## src/rtl/mc_control_unit.sv

```systemverilog
// Multi-cycle MIPS-style control unit: Moore FSM sequencing fetch, decode and
// per-opcode execute states, with datapath controls decoded from the state register.
module mc_control_unit (
  input  logic       clk,
  input  logic       rst_n,
  input  logic [5:0] opcode,
  input  logic       zero,
  output logic       pc_en,
  output logic       iord,
  output logic       mem_read,
  output logic       mem_write,
  output logic       ir_write,
  output logic       mem_to_reg,
  output logic       reg_write,
  output logic       reg_dst,
  output logic       alu_src_a,
  output logic [1:0] alu_src_b,
  output logic [1:0] alu_op,
  output logic [1:0] pc_source,
  output logic       instr_done,
  output logic       illegal_op,
  output logic [3:0] state
);

  typedef enum logic [3:0] {
    S_FETCH  = 4'd0,
    S_DECODE = 4'd1,
    S_MEMADR = 4'd2,
    S_MEMRD  = 4'd3,
    S_MEMWB  = 4'd4,
    S_MEMWR  = 4'd5,
    S_EXEC   = 4'd6,
    S_ALUWB  = 4'd7,
    S_BRANCH = 4'd8,
    S_JUMP   = 4'd9,
    S_ADDIEX = 4'd10,
    S_ADDIWB = 4'd11
  } state_e;

  localparam logic [5:0] OP_RTYPE = 6'b000000;
  localparam logic [5:0] OP_J     = 6'b000010;
  localparam logic [5:0] OP_BEQ   = 6'b000100;
  localparam logic [5:0] OP_ADDI  = 6'b001000;
  localparam logic [5:0] OP_LW    = 6'b100011;
  localparam logic [5:0] OP_SW    = 6'b101011;

  state_e     r_state;
  state_e     w_next;
  logic       w_supported;
  logic       w_pc_write;
  logic       w_pc_write_cond;
  logic       w_iord;
  logic       w_mem_read;
  logic       w_mem_write;
  logic       w_ir_write;
  logic       w_mem_to_reg;
  logic       w_reg_write;
  logic       w_reg_dst;
  logic       w_alu_src_a;
  logic [1:0] w_alu_src_b;
  logic [1:0] w_alu_op;
  logic [1:0] w_pc_source;
  logic       w_instr_done;

  always_comb begin
    w_supported = (opcode == OP_RTYPE) || (opcode == OP_J)  || (opcode == OP_BEQ) ||
                  (opcode == OP_ADDI)  || (opcode == OP_LW) || (opcode == OP_SW);
  end

  // Opcode is only looked at in DECODE and MEMADR, so it may change freely elsewhere.
  always_comb begin
    w_next = S_FETCH;
    case (r_state)
      S_FETCH:  w_next = S_DECODE;
      S_DECODE: begin
        case (opcode)
          OP_LW, OP_SW: w_next = S_MEMADR;
          OP_RTYPE:     w_next = S_EXEC;
          OP_BEQ:       w_next = S_BRANCH;
          OP_J:         w_next = S_JUMP;
          OP_ADDI:      w_next = S_ADDIEX;
          default:      w_next = S_FETCH;
        endcase
      end
      S_MEMADR: w_next = (opcode == OP_LW) ? S_MEMRD : S_MEMWR;
      S_MEMRD:  w_next = S_MEMWB;
      S_EXEC:   w_next = S_ALUWB;
      S_ADDIEX: w_next = S_ADDIWB;
      default:  w_next = S_FETCH;
    endcase
  end

  // NOTE: state registers use non-blocking assignment so every flop samples
  // pre-edge values; blocking here would create order-dependent simulation.
  always_ff @(posedge clk) begin
    if (!rst_n) r_state <= S_FETCH;
    else        r_state <= w_next;
  end

  // NOTE: every signal gets a default before the case so no path leaves it
  // unassigned; a missing default in always_comb infers a latch.
  always_comb begin
    w_pc_write      = 1'b0;
    w_pc_write_cond = 1'b0;
    w_iord          = 1'b0;
    w_mem_read      = 1'b0;
    w_mem_write     = 1'b0;
    w_ir_write      = 1'b0;
    w_mem_to_reg    = 1'b0;
    w_reg_write     = 1'b0;
    w_reg_dst       = 1'b0;
    w_alu_src_a     = 1'b0;
    w_alu_src_b     = 2'b00;
    w_alu_op        = 2'b00;
    w_pc_source     = 2'b00;
    w_instr_done    = 1'b0;
    case (r_state)
      S_FETCH: begin
        w_mem_read  = 1'b1;
        w_ir_write  = 1'b1;
        w_alu_src_b = 2'b01;
        w_pc_write  = 1'b1;
      end
      S_DECODE: w_alu_src_b = 2'b11;
      S_MEMADR: begin
        w_alu_src_a = 1'b1;
        w_alu_src_b = 2'b10;
      end
      S_MEMRD: begin
        w_mem_read = 1'b1;
        w_iord     = 1'b1;
      end
      S_MEMWB: begin
        w_reg_write  = 1'b1;
        w_mem_to_reg = 1'b1;
        w_instr_done = 1'b1;
      end
      S_MEMWR: begin
        w_mem_write  = 1'b1;
        w_iord       = 1'b1;
        w_instr_done = 1'b1;
      end
      S_EXEC: begin
        w_alu_src_a = 1'b1;
        w_alu_op    = 2'b10;
      end
      S_ALUWB: begin
        w_reg_write  = 1'b1;
        w_reg_dst    = 1'b1;
        w_instr_done = 1'b1;
      end
      S_BRANCH: begin
        w_alu_src_a     = 1'b1;
        w_alu_op        = 2'b01;
        w_pc_source     = 2'b01;
        w_pc_write_cond = 1'b1;
        w_instr_done    = 1'b1;
      end
      S_JUMP: begin
        w_pc_source  = 2'b10;
        w_pc_write   = 1'b1;
        w_instr_done = 1'b1;
      end
      S_ADDIEX: begin
        w_alu_src_a = 1'b1;
        w_alu_src_b = 2'b10;
      end
      S_ADDIWB: begin
        w_reg_write  = 1'b1;
        w_instr_done = 1'b1;
      end
      default: ;
    endcase
  end

  // Reset masks all controls immediately so no PC, IR, register or memory write
  // can slip through while rst_n is low; state stays visible for debug.
  assign pc_en      = rst_n & (w_pc_write | (w_pc_write_cond & zero));
  assign illegal_op = rst_n & (r_state == S_DECODE) & ~w_supported;
  assign iord       = rst_n & w_iord;
  assign mem_read   = rst_n & w_mem_read;
  assign mem_write  = rst_n & w_mem_write;
  assign ir_write   = rst_n & w_ir_write;
  assign mem_to_reg = rst_n & w_mem_to_reg;
  assign reg_write  = rst_n & w_reg_write;
  assign reg_dst    = rst_n & w_reg_dst;
  assign alu_src_a  = rst_n & w_alu_src_a;
  assign alu_src_b  = rst_n ? w_alu_src_b : 2'b00;
  assign alu_op     = rst_n ? w_alu_op    : 2'b00;
  assign pc_source  = rst_n ? w_pc_source : 2'b00;
  assign instr_done = rst_n & w_instr_done;
  assign state      = r_state;

endmodule

```

## config.mk

```make
export PLATFORM = sky130hd
export DESIGN_NAME = mc_control_unit
export DESIGN_NICKNAME = d
export VERILOG_FILES = /design/src/rtl/mc_control_unit.sv
export SDC_FILE = /design/constraint.sdc
export NUM_CORES = 1
export LEC_CHECK = 0
export BUFFER_PORTS_ARGS = -buffer_cell sky130_fd_sc_hd__buf_2
export CELL_PAD_IN_SITES_DETAIL_PLACEMENT = 0
export CELL_PAD_IN_SITES_GLOBAL_PLACEMENT = 1
export CORE_UTILIZATION = 31
export CTS_CLUSTER_DIAMETER = 50
export DETAILED_ROUTE_END_ITERATION = 16
export GPL_TIMING_DRIVEN = 0
export PLACE_DENSITY = 0.78
export SLEW_MARGIN = 20
export SYNTH_ARGS = -nofsm -noshare
export SYNTH_HDL_FRONTEND = slang
export SYNTH_SLANG_ARGS = --single-unit
```

## constraint.sdc

```tcl
create_clock -name clk -period 3.4 [get_ports clk]
set_input_delay 0.17 -clock clk [delete_from_list [all_inputs] [get_ports clk]]
set_output_delay 0.17 -clock clk [all_outputs]
set_load 0.05 [all_outputs]
```

==> metrics.csv <==
stage,metric,value,unit
finish,area grow syn2layout,35.4,%
drt,DR DRC count,1,
synthesis,Synth warnings,0,
clocking,clk buf depth,2,
finish,n_diodes,0,
run,total of max-cap violations,0,
finish,layout cells sized above 1,0.411,
clocking,Clock Pin Slew Worst Setup and Hold Paths,0.04,ns
global_routing,largest net degree at the start of global routing,11,
global_routing,vias in the first global route,510,
die,row cnt,15,
finish,Final Util,0.445,
synthesis,Post-Synthesis Cell Area,562,µm²
clocking,H-tree depth,1,
placed_design,Place WS,1.78,ns
outcome,status,"finished, violations left",
setup_path,crit-path max FO,7,
setup_path,cells along the critical path,nor2_1 > nand2_1 > and4bb_2 > buf_2,
setup_path,WS Path Type,reg -> out,
timing,worst-margin pin slew,0.406,ns
synthesis,Post-Synthesis Cells,75,
synthesis,synth unique cells,39,
timing,unrepaired setup endpoints after global routing,false,
timing,Slew HR,0.728,
setup_path,CP top delay family,simple AND/OR/NAND/NOR gates,
setup_path,CP max stage cell,dfxtp_1,
setup_path,reg2reg setup slack,2.10,ns
drt,DR pass1 iterations,10,
placed_design,GP Congestion,0.768,
global_routing,first-pass GRT wire length,2.26,mm
global_routing,grt met2 use,0.235,
die,Chip Width,44.6,µm
global_routing,M3 GR Usage,0.0122,
synthesis,Syn Nets,84,
timing,Final period util,0.550,
finish,most frequent cells in the layout,"30 x buf_2, 9 x nor3_1, 7 x nor2_1, 5 x nand2_1",
clocking,"Clk Latency, worst-skew pair",0.24,ns
setup_path,crit start category,flop,
hold_path,Hold Path Cell Cnt,4,
placed_design,DP Area,738,µm²
global_routing,met1 Usage GRT,0.214,
timing,hold slack,0.303,ns
timing,clk_skew,0.00208,ns
setup_path,crit path buf inv count,1,
clocking,CTS tree,yes,
finish,max reg flops,4,
synthesis,"flops & latches, synth",4,
clocking,CTS resizes,0,
drt,Starting DRT DRC Count,19,
die,die height,44.6,µm
setup_path,Reg2Reg Depth,3,
clocking,CTS Buf Count,3,
power,Lkg Pwr,0.362,nW
timing,final hold viol count,0,
hold_path,Hold Path Class,in -> reg,
clocking,clk sink count,4,
setup_path,Levels on crit path,4,
placed_design,I/O Buffers,29,
placed_design,DPL Wire Length,1.10,mm
power,Peak VDD IR,0.0000953,V
synthesis,share of the yosys chip area belonging to registers,0.143,
timing,maximum clock frequency,535,MHz
power,P per Cell Area,240,nW/µm²
global_routing,gr busiest metal,met2,
finish,"most common cell after layout, fill and taps aside",buf_2,
die,total die area,1990,µm²
timing,Final min period,1.87,ns
outcome,failing checks,DRC,
global_routing,initial antenna violation count,0,
clocking,hold-fix buffers at CTS,0,
drt,via count,696,
timing,count of final setup violators,0,
drt,Vias/cell,5.27,
setup_path,CP max stage delay,0.36,ns
die,Initial Util,0.329,
drt,Antenna Nets Post-Route,0,
clocking,root buf cell,clkbuf_4,
drt,Routed WL,1.46,mm
die,I/O pin cnt,30,
finish,Final nets,118,
global_routing,GRT Residual Overflow,0,
timing,setup ws final,1.53,ns
die,core box area,1710,µm²
setup_path,CP required,3.23,ns
setup_path,CP Capture Type,primary output,
timing,Pins Over Slew Limit,0,
global_routing,Total GRT Usage,0.153,
drt,Avg WL per Cell,11.1,µm
setup_path,Critical Path AT,1.70,ns
finish,Final Cell Area,761,µm²
synthesis,Mean Syn Cell Area,7.49,µm²
clocking,"Setup Fix Bufs, Post-CTS",0,
timing,final total negative setup slack,0,ns
[kinds of logic after synthesis]
kind of cell | count (synthesis) | share of synthesized area
DFF | 4 | 0.143
xor gates and xnor gates | 4 | 0.0624
AOI/OAI and AO/OA | 15 | 0.200
and+or+nand+nor | 45 | 0.497
buffers and inverters | 7 | 0.0980
[final cells by class]
class,instances,area [µm²]
inverter,1,3.75
sequential,4,80.1
tap,25,31.3
multi-input combinational,64,427
fill,184,947
clock buffer,3,22.5
buffer,6,51.3
timing repair buffer,29,145
[through the flow]
step / cells / power [mW]
2_1_floorplan: 75 / 0.104
3_3_place_gp: 129 / 0.124
3_5_place_dp: 129 / 0.124
4_1_cts: 132 / 0.185
5_1_grt: 132 / 0.191
6_report: 132 / 0.183
[worst paths after layout]
check	start	to
max	state[3]	illegal_op
min	opcode[4]	state[0]
max reg2reg	state[3]	state[3]
min reg2reg	state[2]	state[0]
[where the power goes]
group,internal [mW],switching (mW),total [mW]
clock,0.0395,0.0197,0.0592
sequential,0.0486,0.000728,0.0493
combinational,0.0225,0.0518,0.0744
[synthesized netlist by cell type, drive strengths merged]
library cell / number / share of area
nor2b: 1 / 0.011
o211ai: 1 / 0.013
nor3: 10 / 0.098
and2: 1 / 0.011
nor3b: 1 / 0.013
a311oi: 2 / 0.042
dfxtp: 4 / 0.14
nand4: 2 / 0.022
nand4b: 1 / 0.016
o21ai: 4 / 0.036
nand3b: 2 / 0.027
a21oi: 1 / 0.0089
a2111o: 1 / 0.020
nor4: 2 / 0.022
clkbuf: 3 / 0.056
a211oi: 1 / 0.013
nand3: 1 / 0.0089
and2b: 3 / 0.045
nor4b: 2 / 0.031
o31ai: 1 / 0.013
nand2: 5 / 0.033
and3: 3 / 0.042
and4bb: 1 / 0.022
o2111ai: 1 / 0.016
o21bai: 1 / 0.013
buf: 3 / 0.036
xor2: 4 / 0.062
inv: 1 / 0.0067
a21boi: 1 / 0.013
a31oi: 1 / 0.011
nor2: 7 / 0.047
nand2b: 3 / 0.047
[routing by layer]
metal	wire length, µm	share of wire
met5	0	0
met1	713	0.49
met4	19	0.013
met2	668	0.46
met3	59	0.040
[worst min-delay path, delay by kind of cell]
family                 cells  cell delay (ns)
buffers and inverters      1             0.10
AO/OA/AOI/OAI              1             0.06
AND/OR/NAND/NOR            2             0.14
Note: power is estimated with default switching activity, not from simulation.
